File: src/rtl/display_pkg.sv
// Shared types and constants for the eight-digit multiplexed BCD display.
// Contents:
//   N_DIGITS      number of display digits
//   BLANK_CODE    code that the downstream seven-segment decoder shows as all segments off
//   conv_state_t  state of the sequential binary-to-BCD converter
//   bcd_digits_t  display register, one 4-bit BCD digit per position (digit 0 least significant)
//   dabble_adjust one double-dabble correction step applied to the whole accumulator
package display_pkg;

    localparam int unsigned N_DIGITS   = 8;
    localparam logic [3:0]  BLANK_CODE = 4'hF;

    typedef enum logic [1:0] {
        IDLE,
        CONVERT,
        DONE
    } conv_state_t;

    typedef logic [N_DIGITS-1:0][3:0] bcd_digits_t;

    // Add 3 to every nibble that is 5 or more, so the following left shift
    // carries correctly into the next decimal digit.
    function automatic logic [4*N_DIGITS-1:0] dabble_adjust(input logic [4*N_DIGITS-1:0] acc);
        logic [4*N_DIGITS-1:0] res;
        res = acc;
        for (int unsigned i = 0; i < N_DIGITS; i++) begin
            if (acc[4*i +: 4] >= 4'd5) begin
                res[4*i +: 4] = acc[4*i +: 4] + 4'd3;
            end
        end
        return res;
    endfunction

endpackage

File: src/rtl/bin_to_bcd_seq.sv
// Sequential double-dabble binary-to-BCD converter with an output display register.
// A load in IDLE starts a BIN_W-iteration conversion (one bit per cycle); the finished
// result is copied into the display register in DONE, so the outputs never show a
// partially converted value.
// Ports:
//   clk     clock
//   reset   asynchronous active-high reset (clears the display register, aborts conversion)
//   load    request to convert bin_in; ignored while busy
//   bin_in  binary value, sampled on the edge where load is accepted
//   busy    high while a conversion is in progress
//   digits  display register, 8 BCD digits, digit 0 in bits [3:0]
module bin_to_bcd_seq
    import display_pkg::*;
#(
    parameter int unsigned BIN_W = 26
) (
    input  logic                    clk,
    input  logic                    reset,
    input  logic                    load,
    input  logic [BIN_W-1:0]        bin_in,
    output logic                    busy,
    output logic [4*N_DIGITS-1:0]   digits
);

    localparam int unsigned ACC_W = 4 * N_DIGITS;
    localparam int unsigned CNT_W = $clog2(BIN_W + 1);

    conv_state_t      state;
    conv_state_t      state_next;
    logic [BIN_W-1:0] shift_reg;
    logic [ACC_W-1:0] acc;
    logic [ACC_W-1:0] acc_adj;
    logic [CNT_W-1:0] bit_cnt;
    logic             last_bit;

    assign acc_adj  = dabble_adjust(acc);
    assign last_bit = (bit_cnt == CNT_W'(BIN_W - 1));

    always_ff @(posedge clk or posedge reset) begin
        if (reset) begin
            state <= IDLE;
        end else begin
            state <= state_next;
        end
    end

    always_comb begin
        state_next = state;
        case (state)
            IDLE:    if (load) state_next = CONVERT;
            CONVERT: if (last_bit) state_next = DONE;
            DONE:    state_next = IDLE;
            default: state_next = IDLE;
        endcase
    end

    always_comb begin
        busy = (state != IDLE);
    end

    always_ff @(posedge clk or posedge reset) begin
        if (reset) begin
            shift_reg <= '0;
            acc       <= '0;
            bit_cnt   <= '0;
            digits    <= '0;
        end else begin
            case (state)
                IDLE: begin
                    if (load) begin
                        shift_reg <= bin_in;
                        acc       <= '0;
                        bit_cnt   <= '0;
                    end
                end
                CONVERT: begin
                    {acc, shift_reg} <= {acc_adj[ACC_W-2:0], shift_reg, 1'b0};
                    bit_cnt          <= bit_cnt + 1'b1;
                end
                DONE: begin
                    digits <= acc;
                end
                default: ;
            endcase
        end
    end

endmodule

File: src/rtl/display_mux_bcd.sv
// Time-multiplexed 8-digit driver for a common-anode seven-segment display.
// Converts bin_in to BCD, holds the digits and scans them one per slot of
// REFRESH_DIV cycles, presenting the selected digit code and its anode strobe.
// Ports:
//   clk       clock
//   reset     asynchronous active-high reset
//   load      single-cycle request to convert bin_in (dropped while busy)
//   bin_in    binary value to display
//   blank_lz  enable leading-zero blanking (digit 0 is never blanked)
//   busy      conversion in progress
//   bcd_out   code for the selected digit, BLANK_CODE when blanked
//   anodes    active-low digit enables, bit i selects digit i
module display_mux_bcd
    import display_pkg::*;
#(
    parameter int unsigned REFRESH_DIV = 100000,
    parameter int unsigned BIN_W       = 26
) (
    input  logic             clk,
    input  logic             reset,
    input  logic             load,
    input  logic [BIN_W-1:0] bin_in,
    input  logic             blank_lz,
    output logic             busy,
    output logic [3:0]       bcd_out,
    output logic [7:0]       anodes
);

    localparam int unsigned PRE_W = $clog2(REFRESH_DIV);

    logic [4*N_DIGITS-1:0] digits;
    logic [4*N_DIGITS-1:0] upper;
    logic [PRE_W-1:0]      prescaler;
    logic [2:0]            idx;

    bin_to_bcd_seq #(
        .BIN_W (BIN_W)
    ) u_conv (
        .clk    (clk),
        .reset  (reset),
        .load   (load),
        .bin_in (bin_in),
        .busy   (busy),
        .digits (digits)
    );

    always_ff @(posedge clk or posedge reset) begin
        if (reset) begin
            prescaler <= '0;
            idx       <= '0;
        end else if (prescaler == PRE_W'(REFRESH_DIV - 1)) begin
            prescaler <= '0;
            idx       <= idx + 1'b1;
        end else begin
            prescaler <= prescaler + 1'b1;
        end
    end

    // Shifting the display register down by the selected position leaves the
    // selected digit and every higher digit; all-zero means it is a leading zero.
    always_comb begin
        upper   = digits >> {idx, 2'b00};
        anodes  = ~(8'd1 << idx);
        bcd_out = upper[3:0];
        if (blank_lz && (idx != 3'd0) && (upper == '0)) begin
            bcd_out = BLANK_CODE;
        end
    end

endmodule

File: config.mk
export PLATFORM = sky130hd
export DESIGN_NAME = display_mux_bcd
export DESIGN_NICKNAME = d
export VERILOG_FILES = /design/src/rtl/display_pkg.sv /design/src/rtl/bin_to_bcd_seq.sv /design/src/rtl/display_mux_bcd.sv
export SDC_FILE = /design/constraint.sdc
export NUM_CORES = 1
export LEC_CHECK = 0
export BUFFER_PORTS_ARGS = -buffer_cell sky130_fd_sc_hd__buf_2
export CORE_AREA = 2 2 100 102
export CTS_CLUSTER_SIZE = 40
export DETAILED_ROUTE_END_ITERATION = 6
export DIE_AREA = 0 0 102 104
export PLACE_DENSITY_LB_ADDON = 0.2
export SYNTH_ARGS = -nofsm -noshare
export SYNTH_HDL_FRONTEND = slang
export SYNTH_HIERARCHICAL = 1
export SYNTH_SLANG_ARGS = --single-unit
File: constraint.sdc
create_clock -name clk -period 4.6 [get_ports clk]
set_input_delay 0.23 -clock clk [delete_from_list [all_inputs] [get_ports clk]]
set_output_delay 0.23 -clock clk [all_outputs]
set_load 0.03 [all_outputs]
# [Word level (Yosys, flattened, before mapping)]
# Index checks and enable logic that the tools add are counted.
[op_classes] addsub=11 multipliers=0 div_mod_pow=0 magnitude_cmp=8 n_eq_ne=6 shift=2 muxes=19 bitwise_logic=1 n_reduce_logical=9
[op_table] op="32-bit case mux with 2 select lines" count=1
[op_table] op="26-bit case mux with 2 select lines" count=1
[op_table] op="4-bit by 3-bit >= comparator with 1-bit output, second input constant" count=8
[op_table] op="32-bit logical NOT" count=1
[op_table] op="32-bit 2-to-1 mux" count=1
[op_table] op="4-bit 2-to-1 mux" count=8
[op_table] op="32-bit by 5-bit right shift with 32-bit output" count=1
[op_table] op="4-bit by 2-bit adder with 4-bit output, second input constant" count=7
[op_table] op="26-bit 2-to-1 mux" count=1
[op_table] op="17-bit by 1-bit adder with 17-bit output, second input constant" count=1
[op_table] op="17-bit equality test, second input constant" count=1
[op_table] op="17-bit 2-to-1 mux" count=1
[op_table] op="5-bit case mux with 2 select lines" count=1
[op_table] op="8-bit inverter" count=1
[op_table] op="1-bit by 3-bit << shifter with 8-bit output, first input constant" count=1
[op_table] op="5-bit by 1-bit adder with 5-bit output, second input constant" count=1
[op_table] op="5-bit equality test, second input constant" count=1
[op_table] op="5-bit 2-to-1 mux" count=1
[op_table] op="2-bit 2-to-1 mux" count=2
[op_table] op="2-bit case mux with 2 select lines" count=1
[op_table] op="2-bit AND reduction" count=2
[op_table] op="2-bit nonzero test" count=2
[op_table] op="3-bit by 1-bit adder with 3-bit output, second input constant" count=1
[op_table] op="3-bit by 2-bit adder with 3-bit output, second input constant" count=1
[op_table] op="other kinds (8)" count=9
[word_totals] ff_bits=117 latch_bits=0 mem_bits_rw=0 romBits=0 inputBits=30 output_inout_bits=13 wordCells=63 mem_count=0

# [Logic depth before layout (Yosys ltp)]
[logic_depth] depth_word=4 mapped_depth=9 mapped_depth_nobuf=7

# [Cells and area by module]
# The synthesis kept the hierarchy.
[by_module_without_submodules] mod="bin_to_bcd_seq" instances=1 cells_per_inst=409 area_per_inst_um2=4414.2 seq_area_each_um2=2427.3
[by_module_without_submodules] mod="display_mux_bcd" instances=1 cells_per_inst=175 area_per_inst_um2=1627.8 seq_area_each_um2=500.5

# [Worst setup path after synthesis]
# No wires, ideal clock.
[synth_path] path_type="reg2out" from="register idx[0]" to="output port bcd_out[0]" arrival_time_ns=2.141 required_time_ns=4.370 slack_ns=2.229 path_stages_with_launch=7 n_path_buf=1 path_cell_list="dfrtp_1 -> buf_6 -> or3b_1 -> or3_4 -> a2111oi_4 -> o211ai_2 -> o21ai_1"
[synth_via] elab_chain_cells=4 elab_cells_between_ends=6 cone_classes="1 x shift; 1 x mux; 4 x reduce/logical"
[synth_rtl] item="start, declared" line="display_mux_bcd.sv:34" text="logic [2:0] idx;"
[synth_rtl] item="start signal, assigned" line="display_mux_bcd.sv:53" text="idx <= idx + 1'b1;"
[synth_rtl] item="32-bit by 5-bit right shift with 32-bit output or 3-bit nonzero test (tied branches)" line="display_mux_bcd.sv:62, display_mux_bcd.sv:65"
[synth_rtl] item="32-bit logical NOT or 1-bit logical AND (tied branches)" line="display_mux_bcd.sv:65" text="if (blank_lz && (idx != 3'd0) && (upper == '0)) begin"
[synth_rtl] item="1-bit logical AND" line="display_mux_bcd.sv:65"
[synth_rtl] item="4-bit 2-to-1 mux *" line="display_mux_bcd.sv:65"
[synth_rtl] item="end, declared" line="display_mux_bcd.sv:25" text="output logic [3:0] bcd_out,"
# Every way passes the cells marked *; elsewhere a longest branch is shown, timed or not.

# [Final worst setup path]
[layout_path] from="register idx[0]" to="output port bcd_out[1]"
# Same word-level chain as after synthesis.

==> qor.csv <==
stage;metric;value;unit
sta;tightest_slew;1.13;ns
setup_path;ff2ff_setup_slack;2.28;ns
floorplan;top_level_ports;43;
power_and_ir_drop;pwr-share-seq;0.391;
synth;yosys_warnings;6;
drt;drt_wl_total;13000;um
drt;initialDrtViolationCount;312;
sta;finClkSkew;0.0120;ns
synth;syn_inst;584;
sta;fin_crit_sh;0.738;
power_and_ir_drop;p_sw;1580;uW
synth;synth_nets;639;
sta;slew_headroom;0.246;
power_and_ir_drop;power.leakage;0.00304;uW
power_and_ir_drop;clockPowerShare;0.291;
hold_path;worstHoldPathCells;3;
drt;drtPass1Iterations;5;
power_and_ir_drop;power_frac_comb;0.319;
sta;final_hold_viol_count;0;
setup_path;worstSetupEndpointType;output port;
drt;route.met3.wl;613;um
global_routing;grt_max_degree;67;
sta;setup_viol;0;
sta;hold_ws;0.00969;ns
cts;ctsResizeCount;0;
cts;cts_buffers;17;
floorplan;die_h;104;um
finish;area_delta_synth_final;15.6;%
floorplan;die_area;0.0106;mm2
power_and_ir_drop;power_density;644;mW/mm2
cts;postCtsSetupBuffers;0;
power_and_ir_drop;internal_power;2910;uW
synth;ys_types;50;
placement;place_inst;734;
finish;multi_input_area;0.00286;mm2
cts;cts_htree_levels;4;
cts;worstSkewPairLatency;0.52;ns
sta;slew_viol_final;0;
synth;synth_enable_flop_cells;0;
cts;cts_max_path_buffers;2;
global_routing;grt_pass1_wl;22100;um
drt;viasPerCell;6.06;
placement;gp_congestion;0.865;
sta;fin_crit;3.39;ns
placement;port_buffers;42;
cts;cts_hold_buf;8;
finish;antenna_cells;0;
setup_path;reg2regPathDepth;3;
finish;drive_above_1_share;0.161;
drt;wl_met1;5850;um
sta;max_freq;0.295;GHz
drt;num_vias;4688;
power_and_ir_drop;ir_worst_vdd;0.326;mV
synth;avgSynthCellArea;10.3;um2
run;cap_violations;0;
drt;dr_wl_met2;6410;um
cts;cts_tree;done;
synth;yosysSeqAreaShare;0.485;
drt;drc;0;
hold_path;min_path_type;in -> reg;
placement;postPlaceCellArea;0.00631;mm2
hold_path;whs_endpoint;u_conv/shift_reg[5]$_DFFE_PP0P_;
setup_path;crit_path_start_kind;flop;
cts;cts_root_buf;clkbuf_8;
finish;final_common_cell;dfrtp_1;
setup_path;cp_max_fo;29;
sta;finalSetupTns;0;ns
synth;netlist_area;0.00604;mm2
sta;rsz0062_at_grt;false;
drt;topRoutingLayerUsed;met4;
setup_path;reg2reg_to;u_conv/acc[3]$_DFFE_PP0P_;
hold_path;worstHoldStart;bin_in[5];
placement;place_hpwl;8370;um
global_routing;grt_use_total;0.264;
synth;async_flop_share;1.00;
global_routing;grt-ovfl-total;0;
floorplan;start_util;0.633;
floorplan;row_count;36;
run_status;status;complete, no violations;
floorplan;die_w;102;um
drt;wl_per_cell;16.9;um
setup_path;timing.rr.start;u_conv/state[1]$_DFFE_PP0P_;
global_routing;antenna_found_initial;0;
setup_path;critical_path_required;4.37;ns
finish;mostFrequentLayoutCells;117 x dfrtp_1, 68 x nand2_1, 50 x o21ai_0;
synth;ys_seq_elements;117;
finish;final_area;0.00698;mm2
finish;seq_area;0.00293;mm2
finish;n_fill_cell;666;
cts;clk_pin_slew_worst_paths;0.06;ns
cts;cts_num_sinks;117;
setup_path;crit_type;reg -> out;
floorplan;core_area;0.00955;mm2
global_routing;grt_pass1_vias;4717;
finish;nNetsFinal;683;
finish;final_cells;774;
synth;synthFlopType;dfrtp_1;
setup_path;arrival;3.16;ns
drt;drtAntennaViolNets;0;
power_and_ir_drop;swShare;0.352;
==> power by group through the flow <==
stage          clock network [uW]  registers [uW]  logic (uW)
2_1_floorplan                   0            1640        1140
3_3_place_gp                    0            1730        1320
3_5_place_dp                    0            1760        1400
4_1_cts                      1330            1750        1430
5_1_grt                      1380            1800        1600
6_report                     1310            1760        1430
==> final cells by class <==
class | instances | area share
clock buffer | 23 | 0.0668
timing repair buffer | 57 | 0.0491
inverter | 25 | 0.0136
sequential | 117 | 0.419
multi-input combinational | 410 | 0.410
clock inverter | 9 | 0.0179
tap | 133 | 0.0238
==> worst max path at each step <==
stage | startpoint | endpoint | slack [ns] | cells past startpoint
2_1_floorplan | reset | u_conv/acc[0]$_DFFE_PP0P_ | 1.84 | 1
3_3_place_gp | idx[0]$_DFFE_PP0N_ | bcd_out[3] | 1.84 | 5
3_5_place_dp | idx[0]$_DFFE_PP0N_ | bcd_out[1] | 1.76 | 5
4_1_cts | idx[0]$_DFFE_PP0N_ | bcd_out[1] | 1.20 | 5
5_1_grt | idx[0]$_DFFE_PP0N_ | bcd_out[1] | 1.01 | 5
6_report | idx[0]$_DFFE_PP0N_ | bcd_out[1] | 1.21 | 5
==> metal layers <==
| metal | GRT usage | vias to the layer above |
|---|---|---|
| met5 | 0 | - |
| met4 | 0.0952 | 0 |
| met3 | 0.0612 | 17 |
| met2 | 0.404 | 141 |
| met1 | 0.369 | 2316 |
| li1 | - | 2214 |
==> cells by family after synthesis <==
family,after synthesis,synth area share
compound gates,156,0.170
xor+xnor,29,0.0420
fa+ha+maj,25,0.0518
buf+inv,57,0.0420
flops,117,0.485
mux,26,0.0654
simple gates,174,0.145
==> worst max-delay path, cell delays in order, from the launching register on <==
cell,delay (ns)
dfrtp_1,0.96
mux4_1,0.71
nor4_4,0.42
o211ai_2,0.19
o21ai_1,0.15
buf_2,0.21
==> cells in the mapped netlist (2+ instances only) <==
library cell,n,area [um2]
nand4_1,6,37.5
and3b_1,4,35.0
a22oi_1,23,173
a21oi_1,18,90.1
or2_2,2,12.5
a32o_1,8,80.1
o211ai_1,2,15.0
nand3_1,16,80.1
nand3b_1,3,22.5
nor3_1,9,45.0
and2_1,5,31.3
o32ai_1,5,43.8
mux4_1,7,184
a221oi_1,4,35.0
o22ai_1,14,87.6
nand2_1,68,255
o31ai_1,8,60.1
inv_1,25,93.8
xor2_1,12,105
o21ai_1,11,55.1
xnor2_1,17,149
nor2b_1,3,18.8
buf_2,23,115
nor2_1,25,93.8
clkbuf_1,7,26.3
nor3b_1,3,22.5
mux2i_1,2,20.0
o311ai_1,8,70.1
ha_1,25,313
o21ai_0,50,250
dfrtp_1,117,2930
mux2_2,17,191
nor4_1,8,50.1
nand2b_1,13,81.3
==> stage by stage <==
step | util | worst slack, ns | total power, uW
after floorplan | - | 1.84 | 2780
after global placement | 0.661 | 1.84 | 3050
after detailed placement | 0.661 | 1.76 | 3160
after CTS | 0.731 | 1.20 | 4500
after global routing | 0.731 | 1.01 | 4790
final | 0.731 | 1.21 | 4500
Power figures use the tool's default switching activity.
